$ cat src/rtl/pipe_ctrl_if.sv
// Pipeline control bundle: stage stall requests and exception commit in,
// per-stage hold, flush and PC redirect out.
interface pipe_ctrl_if #(
    parameter int PC_WIDTH = 32
);
    logic                stallreq_id;
    logic                stallreq_ex;
    logic                stallreq_mem;
    logic                excp_valid;
    logic [PC_WIDTH-1:0] excp_pc;
    logic [5:0]          stall;
    logic                flush;
    logic [PC_WIDTH-1:0] new_pc;
    logic                new_pc_valid;
    logic [31:0]         stall_cycles;
    logic                stall_timeout;

    // Pipeline side: raises requests, obeys hold/flush/redirect.
    modport master (
        output stallreq_id, stallreq_ex, stallreq_mem, excp_valid, excp_pc,
        input  stall, flush, new_pc, new_pc_valid, stall_cycles, stall_timeout
    );

    // Controller side.
    modport slave (
        input  stallreq_id, stallreq_ex, stallreq_mem, excp_valid, excp_pc,
        output stall, flush, new_pc, new_pc_valid, stall_cycles, stall_timeout
    );
endinterface

$ cat src/rtl/pipe_ctrl.sv
// Pipeline hazard/exception controller: prioritised stage stalls, one-cycle
// flush with PC redirect, stall statistics and a sticky stall watchdog.
module pipe_ctrl #(
    parameter int PC_WIDTH = 32,
    parameter int TIMEOUT  = 255
) (
    input  logic        clk,
    input  logic        rst_n,
    pipe_ctrl_if.slave  pif,
    output logic        dbg_state
);
    typedef enum logic {RUN = 1'b0, FLUSH = 1'b1} state_t;

    localparam logic [15:0] TO_LIMIT = 16'(TIMEOUT);

    state_t              state_q, state_nx;
    logic [5:0]          stall_c;
    logic                flush_c;
    logic                latch_pc;
    logic [PC_WIDTH-1:0] pc_q;
    logic [15:0]         consec_q;
    logic [31:0]         stall_cnt_q;
    logic                timeout_q;

    always_ff @(posedge clk) begin
        if (!rst_n) state_q <= RUN;
        else        state_q <= state_nx;
    end

    // Exception beats every stall request; FLUSH ignores all inputs.
    always_comb begin
        state_nx = state_q;
        stall_c  = 6'b000000;
        flush_c  = 1'b0;
        latch_pc = 1'b0;
        if (rst_n) begin
            case (state_q)
                RUN: begin
                    if (pif.excp_valid) begin
                        latch_pc = 1'b1;
                        state_nx = FLUSH;
                    end else if (pif.stallreq_mem) begin
                        stall_c = 6'b011111;
                    end else if (pif.stallreq_ex) begin
                        stall_c = 6'b001111;
                    end else if (pif.stallreq_id) begin
                        stall_c = 6'b000111;
                    end
                end
                FLUSH: begin
                    flush_c  = 1'b1;
                    state_nx = RUN;
                end
                default: state_nx = RUN;
            endcase
        end
    end

    always_ff @(posedge clk) begin
        if (!rst_n)        pc_q <= '0;
        else if (latch_pc) pc_q <= pif.excp_pc;
    end

    always_ff @(posedge clk) begin
        if (!rst_n) begin
            consec_q    <= '0;
            stall_cnt_q <= '0;
            timeout_q   <= 1'b0;
        end else if (stall_c != 6'b000000) begin
            if (consec_q != TO_LIMIT)        consec_q    <= consec_q + 16'd1;
            if (stall_cnt_q != 32'hFFFFFFFF) stall_cnt_q <= stall_cnt_q + 32'd1;
            // Set on the edge where the run length reaches the limit.
            if (consec_q >= TO_LIMIT - 16'd1) timeout_q  <= 1'b1;
        end else begin
            consec_q <= '0;
        end
    end

    assign pif.stall         = stall_c;
    assign pif.flush         = flush_c;
    assign pif.new_pc_valid  = flush_c;
    assign pif.new_pc        = pc_q;
    assign pif.stall_cycles  = stall_cnt_q;
    assign pif.stall_timeout = timeout_q;
    assign dbg_state         = (state_q == FLUSH);
endmodule

$ cat src/flat_wrapper.sv
// flat-port wrapper written by rule: the top's interface ports become plain ports
module pipe_ctrl_flat 
#(
    parameter int PC_WIDTH = 32,
    parameter int TIMEOUT  = 255
)
  (clk, rst_n, dbg_state, pif_stallreq_id, pif_stallreq_ex, pif_stallreq_mem, pif_excp_valid, pif_excp_pc, pif_stall, pif_flush, pif_new_pc, pif_new_pc_valid, pif_stall_cycles, pif_stall_timeout);
  pipe_ctrl_if #(.PC_WIDTH(PC_WIDTH)) pif_i ();
  input  logic clk;
  input  logic rst_n;
  output logic dbg_state;
  input wire logic [$bits(pif_i.stallreq_id)-1:0] pif_stallreq_id;
  input wire logic [$bits(pif_i.stallreq_ex)-1:0] pif_stallreq_ex;
  input wire logic [$bits(pif_i.stallreq_mem)-1:0] pif_stallreq_mem;
  input wire logic [$bits(pif_i.excp_valid)-1:0] pif_excp_valid;
  input wire logic [$bits(pif_i.excp_pc)-1:0] pif_excp_pc;
  output wire logic [$bits(pif_i.stall)-1:0] pif_stall;
  output wire logic [$bits(pif_i.flush)-1:0] pif_flush;
  output wire logic [$bits(pif_i.new_pc)-1:0] pif_new_pc;
  output wire logic [$bits(pif_i.new_pc_valid)-1:0] pif_new_pc_valid;
  output wire logic [$bits(pif_i.stall_cycles)-1:0] pif_stall_cycles;
  output wire logic [$bits(pif_i.stall_timeout)-1:0] pif_stall_timeout;
  assign pif_i.stallreq_id = pif_stallreq_id;
  assign pif_i.stallreq_ex = pif_stallreq_ex;
  assign pif_i.stallreq_mem = pif_stallreq_mem;
  assign pif_i.excp_valid = pif_excp_valid;
  assign pif_i.excp_pc = pif_excp_pc;
  assign pif_stall = pif_i.stall;
  assign pif_flush = pif_i.flush;
  assign pif_new_pc = pif_i.new_pc;
  assign pif_new_pc_valid = pif_i.new_pc_valid;
  assign pif_stall_cycles = pif_i.stall_cycles;
  assign pif_stall_timeout = pif_i.stall_timeout;
  pipe_ctrl #(.PC_WIDTH(PC_WIDTH), .TIMEOUT(TIMEOUT)) u_core (.clk(clk), .rst_n(rst_n), .pif(pif_i), .dbg_state(dbg_state));
endmodule
$ cat config.mk
export PLATFORM = sky130hd
export DESIGN_NAME = pipe_ctrl_flat
export DESIGN_NICKNAME = d
export VERILOG_FILES = /design/src/rtl/pipe_ctrl_if.sv /design/src/rtl/pipe_ctrl.sv /design/src/flat_wrapper.sv
export SDC_FILE = /design/constraint.sdc
export NUM_CORES = 1
export LEC_CHECK = 0
export ABC_AREA = 1
export CAP_MARGIN = 10
export CELL_PAD_IN_SITES_DETAIL_PLACEMENT = 1
export CELL_PAD_IN_SITES_GLOBAL_PLACEMENT = 2
export CORE_MARGIN = 2
export CORE_UTILIZATION = 26
export DETAILED_ROUTE_END_ITERATION = 7
export HOLD_SLACK_MARGIN = 0.05
export PLACE_DENSITY_LB_ADDON = 0.1
export SLEW_MARGIN = 30
export SYNTH_ARGS = -nofsm -noshare
export SYNTH_HDL_FRONTEND = slang
export SYNTH_SLANG_ARGS = --single-unit
$ cat constraint.sdc
create_clock -name clk -period 2.6 [get_ports clk]
set_input_delay 0.78 -clock clk [delete_from_list [all_inputs] [get_ports clk]]
set_output_delay 0.78 -clock clk [all_outputs]
set_load 0.1 [all_outputs]
==> flow_metrics.py, run 1 <==
metrics = {
    "status": {
        "status": "finished, final reports clean",
    },
    "grt": {
        "first_global_vias": 4652,
        "antenna_found_initial": 0,
        "grt_use_total_pct": 16.8,
        "grt_max_degree": 53,
        "grt-ovfl-total": 0,
        "grt_pass1_wl_mm": 23.5,
    },
    "detailed_routing": {
        "routed_wl_mm": 13.9,
        "detail-route-antenna-nets": 0,
        "wire_per_inst_um": 14.4,
        "drc": 0,
        "via_per_inst": 4.55,
        "firstDrtPassIters": 4,
        "first_iter_violations": 123,
        "vias": 4384,
    },
    "synth": {
        "syn-num-nets": 673,
        "syn_inst": 632,
        "synth-edff-count": 0,
        "ys_ff_latch": 82,
        "async_flop_share_pct": 0,
        "netlist_area_um2": 4210,
        "synth-main-ff-cell": "dfxtp_1",
        "ys_types": 34,
        "netlist_top_cells_area": "dfxtp_1, nand2_1, nor2_1",
        "synthTopCellsByCount": "nand2_1, nor2_1, dfxtp_1",
        "yosysSeqAreaShare_pct": 39.0,
        "synth_top_area_share_pct": 39.0,
        "syn_area_per_cell_um2": 6.66,
        "yosysMostFrequentCell": "nand2_1",
        "yosys_warnings": 0,
        "synth_area_leader_cell": "dfxtp_1",
    },
    "die": {
        "ios": 112,
        "dieArea_um2": 17200,
        "die_w_um": 131,
        "start_util_pct": 26.6,
        "core_area_um2": 15800,
        "fp-row-count": 46,
        "dieHeight_um": 131,
    },
    "timing": {
        "finalCritPeriodShare_pct": 93.5,
        "slew_violations": 0,
        "setup_violations": 0,
        "hold_viol_final": 0,
        "clock-skew-final_ns": 0.0113,
        "period_minus_slack_ns": 2.43,
        "max_freq_mhz": 412,
        "rsz0062_at_grt": "false",
        "tightest_slew_ns": 0.568,
        "worst_hold_slack_ns": 0.457,
        "final.setup.tns_ns": 0,
        "slew_headroom_pct": 62.1,
    },
    "critical_path": {
        "crit_path_top_delay_cell": "dlygate4sd2_1",
        "endpoint_kind": "output pin",
        "worst_ep_arrival_time_ns": 1.65,
        "cp_data_required_time_ns": 1.82,
        "critical_path.max_fanout": 4,
        "path_cells": "dlygate4sd2_1 -> nor2_2 -> nand2_2 -> inv_2 -> nor2_4 -> buf_12 -> buf_12",
        "cp_top_family": "buffers and inverters",
        "slowest_delay_ns": 0.25,
        "startpoint_type": "primary input",
        "cpMostUsedCell": "buf_12",
        "path_class": "primary input to output pin",
        "cp_num_buf_inv": 4,
    },
    "cts": {
        "cts_buffer_depth": 2,
        "ctsHoldBuffers": 0,
        "cts-root-buf": "clkbuf_16",
        "h-tree-depth": 3,
        "insertion_delay_ns": 0.35,
        "numCtsBuffers": 9,
        "clock_sinks": 82,
        "cts_tree": "yes",
        "cts.clk_slew.worst_paths_ns": 0.06,
    },
    "cells_and_area": {
        "areaGrowthSynthToFinish_pct": 37.5,
        "diodes": 0,
        "final_nets": 783,
        "final_layout_size_suffix_gt1_share_pct": 20.1,
        "design_area_um2": 5780,
    },
    "pwr": {
        "power_uw": 3240,
        "ir_drop_mv": 0.337,
        "leakage_uw": 0.00226,
        "power.density_nw_per_um2": 561,
    },
    "placed_design": {
        "port_buffers": 110,
        "placed_area_um2": 5470,
        "place_congestion": 0.778,
        "dp_hpwl_mm": 10.7,
    },
    "flow_run": {
        "max_cap_violations": 0,
    },
    "hold_path": {
        "min_path_type": "flop to flop",
    },
}
## final timing paths
path | from | slack [ns] | end | cells after the start
worst max register to register | u_core.pif.stall_cycles[0] | 0.58 | u_core.pif.stall_cycles[30] | 10
worst max-delay path | pif_stallreq_mem | 0.17 | pif_stall[1] | 7
worst min-delay path | u_core.pif.stall_timeout | 0.46 | u_core.pif.stall_timeout | 2
worst min register to register | u_core.pif.stall_timeout | 0.46 | u_core.pif.stall_timeout | 2
## routing by layer
layer / wire, um / part of all wire (%) / global-route usage (%)
met1: 6780 / 49 / 22.2
met2: 6270 / 45 / 27.5
met3: 629 / 4.5 / 3.51
met4: 208 / 1.5 / 5.62
met5: 0 / 0 / 0
## registers in the layout, indices dropped and copies added, names as in the netlist
register / cells
u_core.pif.stall_cycles: 32
u_core.pif.new_pc: 32
u_core.pif.stall_timeout: 1
u_core.consec_q: 16
u_core.dbg_state: 1
## cell type report
cell class	count	area [um^2]
Clock inverter	6	65.1
Clock buffer	10	229
Fill cell	2011	10000
Multi-Input combinational cell	476	2260
Timing Repair Buffer	124	1130
Tap cell	216	270
Sequential cell	82	1640
Inverter	49	188
## placed cells by master (no fill, tap or decap), drive strengths merged
| cell type | n |
|---|---|
| ha | 3 |
| nor2 | 106 |
| a31oi | 1 |
| inv | 49 |
| o21ai | 47 |
| bufinv | 1 |
| dlymetal6s2s | 2 |
| or2 | 1 |
| nor3 | 10 |
| o2111a | 1 |
| xnor2 | 5 |
| a211oi | 2 |
| clkinv | 3 |
| dlygate4sd2 | 2 |
| nand2 | 207 |
| nor3b | 1 |
| and2 | 1 |
| dfxtp | 82 |
| nand3 | 38 |
| xor2 | 4 |
| nand3b | 1 |
| nand4 | 6 |
| clkdlybuf4s50 | 32 |
| clkbuf | 10 |
| clkinvlp | 2 |
| and3 | 1 |
| buf | 88 |
| conb | 1 |
| a21oi | 40 |
## per-stage QoR
| step | worst slack, ns | std cells | util (%) |
|---|---|---|---|
| 2_1_floorplan | -0.116 | 632 | - |
| 3_3_place_gp | -0.0685 | 946 | 34.6 |
| 3_5_place_dp | -0.0882 | 946 | 34.6 |
| 4_1_cts | 0.00204 | 963 | 36.5 |
| 5_1_grt | 0.112 | 963 | 36.5 |
| 6_report | 0.170 | 963 | 36.5 |
## where the power goes
part	switching, uW	internal, uW
combinational	455	161
clock	555	747
sequential	27.4	1300
total	1040	2210
## worst reg2reg max path, delay by kind of cell (launching register included)
family | cells | cell delay [ns]
and+or+nand+nor | 9 | 1.29
adders and majority gates | 1 | 0.23
DFF | 1 | 0.41
## repair_timing
| action | in CTS | in global routing |
|---|---|---|
| endpoints found under the setup margin | 3 | 3 |
| pin swaps | 3 | 1 |
| setup buffers | 1 | 0 |
| resized for setup | 6 | 4 |
## kinds of logic (layout without fill, tap and decap cells)
family          Yosys count  after routing  synth area share [%]
flops                    82             82                  39.0
compound gates           91             91                  11.8
other cells               1              1                0.0891
simple gates            372            372                  38.2
fa+ha+maj                 3              3                 0.892
xor+xnor                  9              9                  1.87
buf+inv                  74            189                  8.06
Note: power is estimated with default switching activity, not from simulation.
==> run 2: changes to the inputs <==
- CTS_CLUSTER_DIAMETER: not set -> 80
==> results of run 2 <==
Final layout, timing and power as in run 1 (identical DEF).
==> run 3: changes to the inputs <==
- SLEW_MARGIN: 30 -> not set
==> results of run 3 <==
Final layout, timing and power as in run 1 (identical DEF).
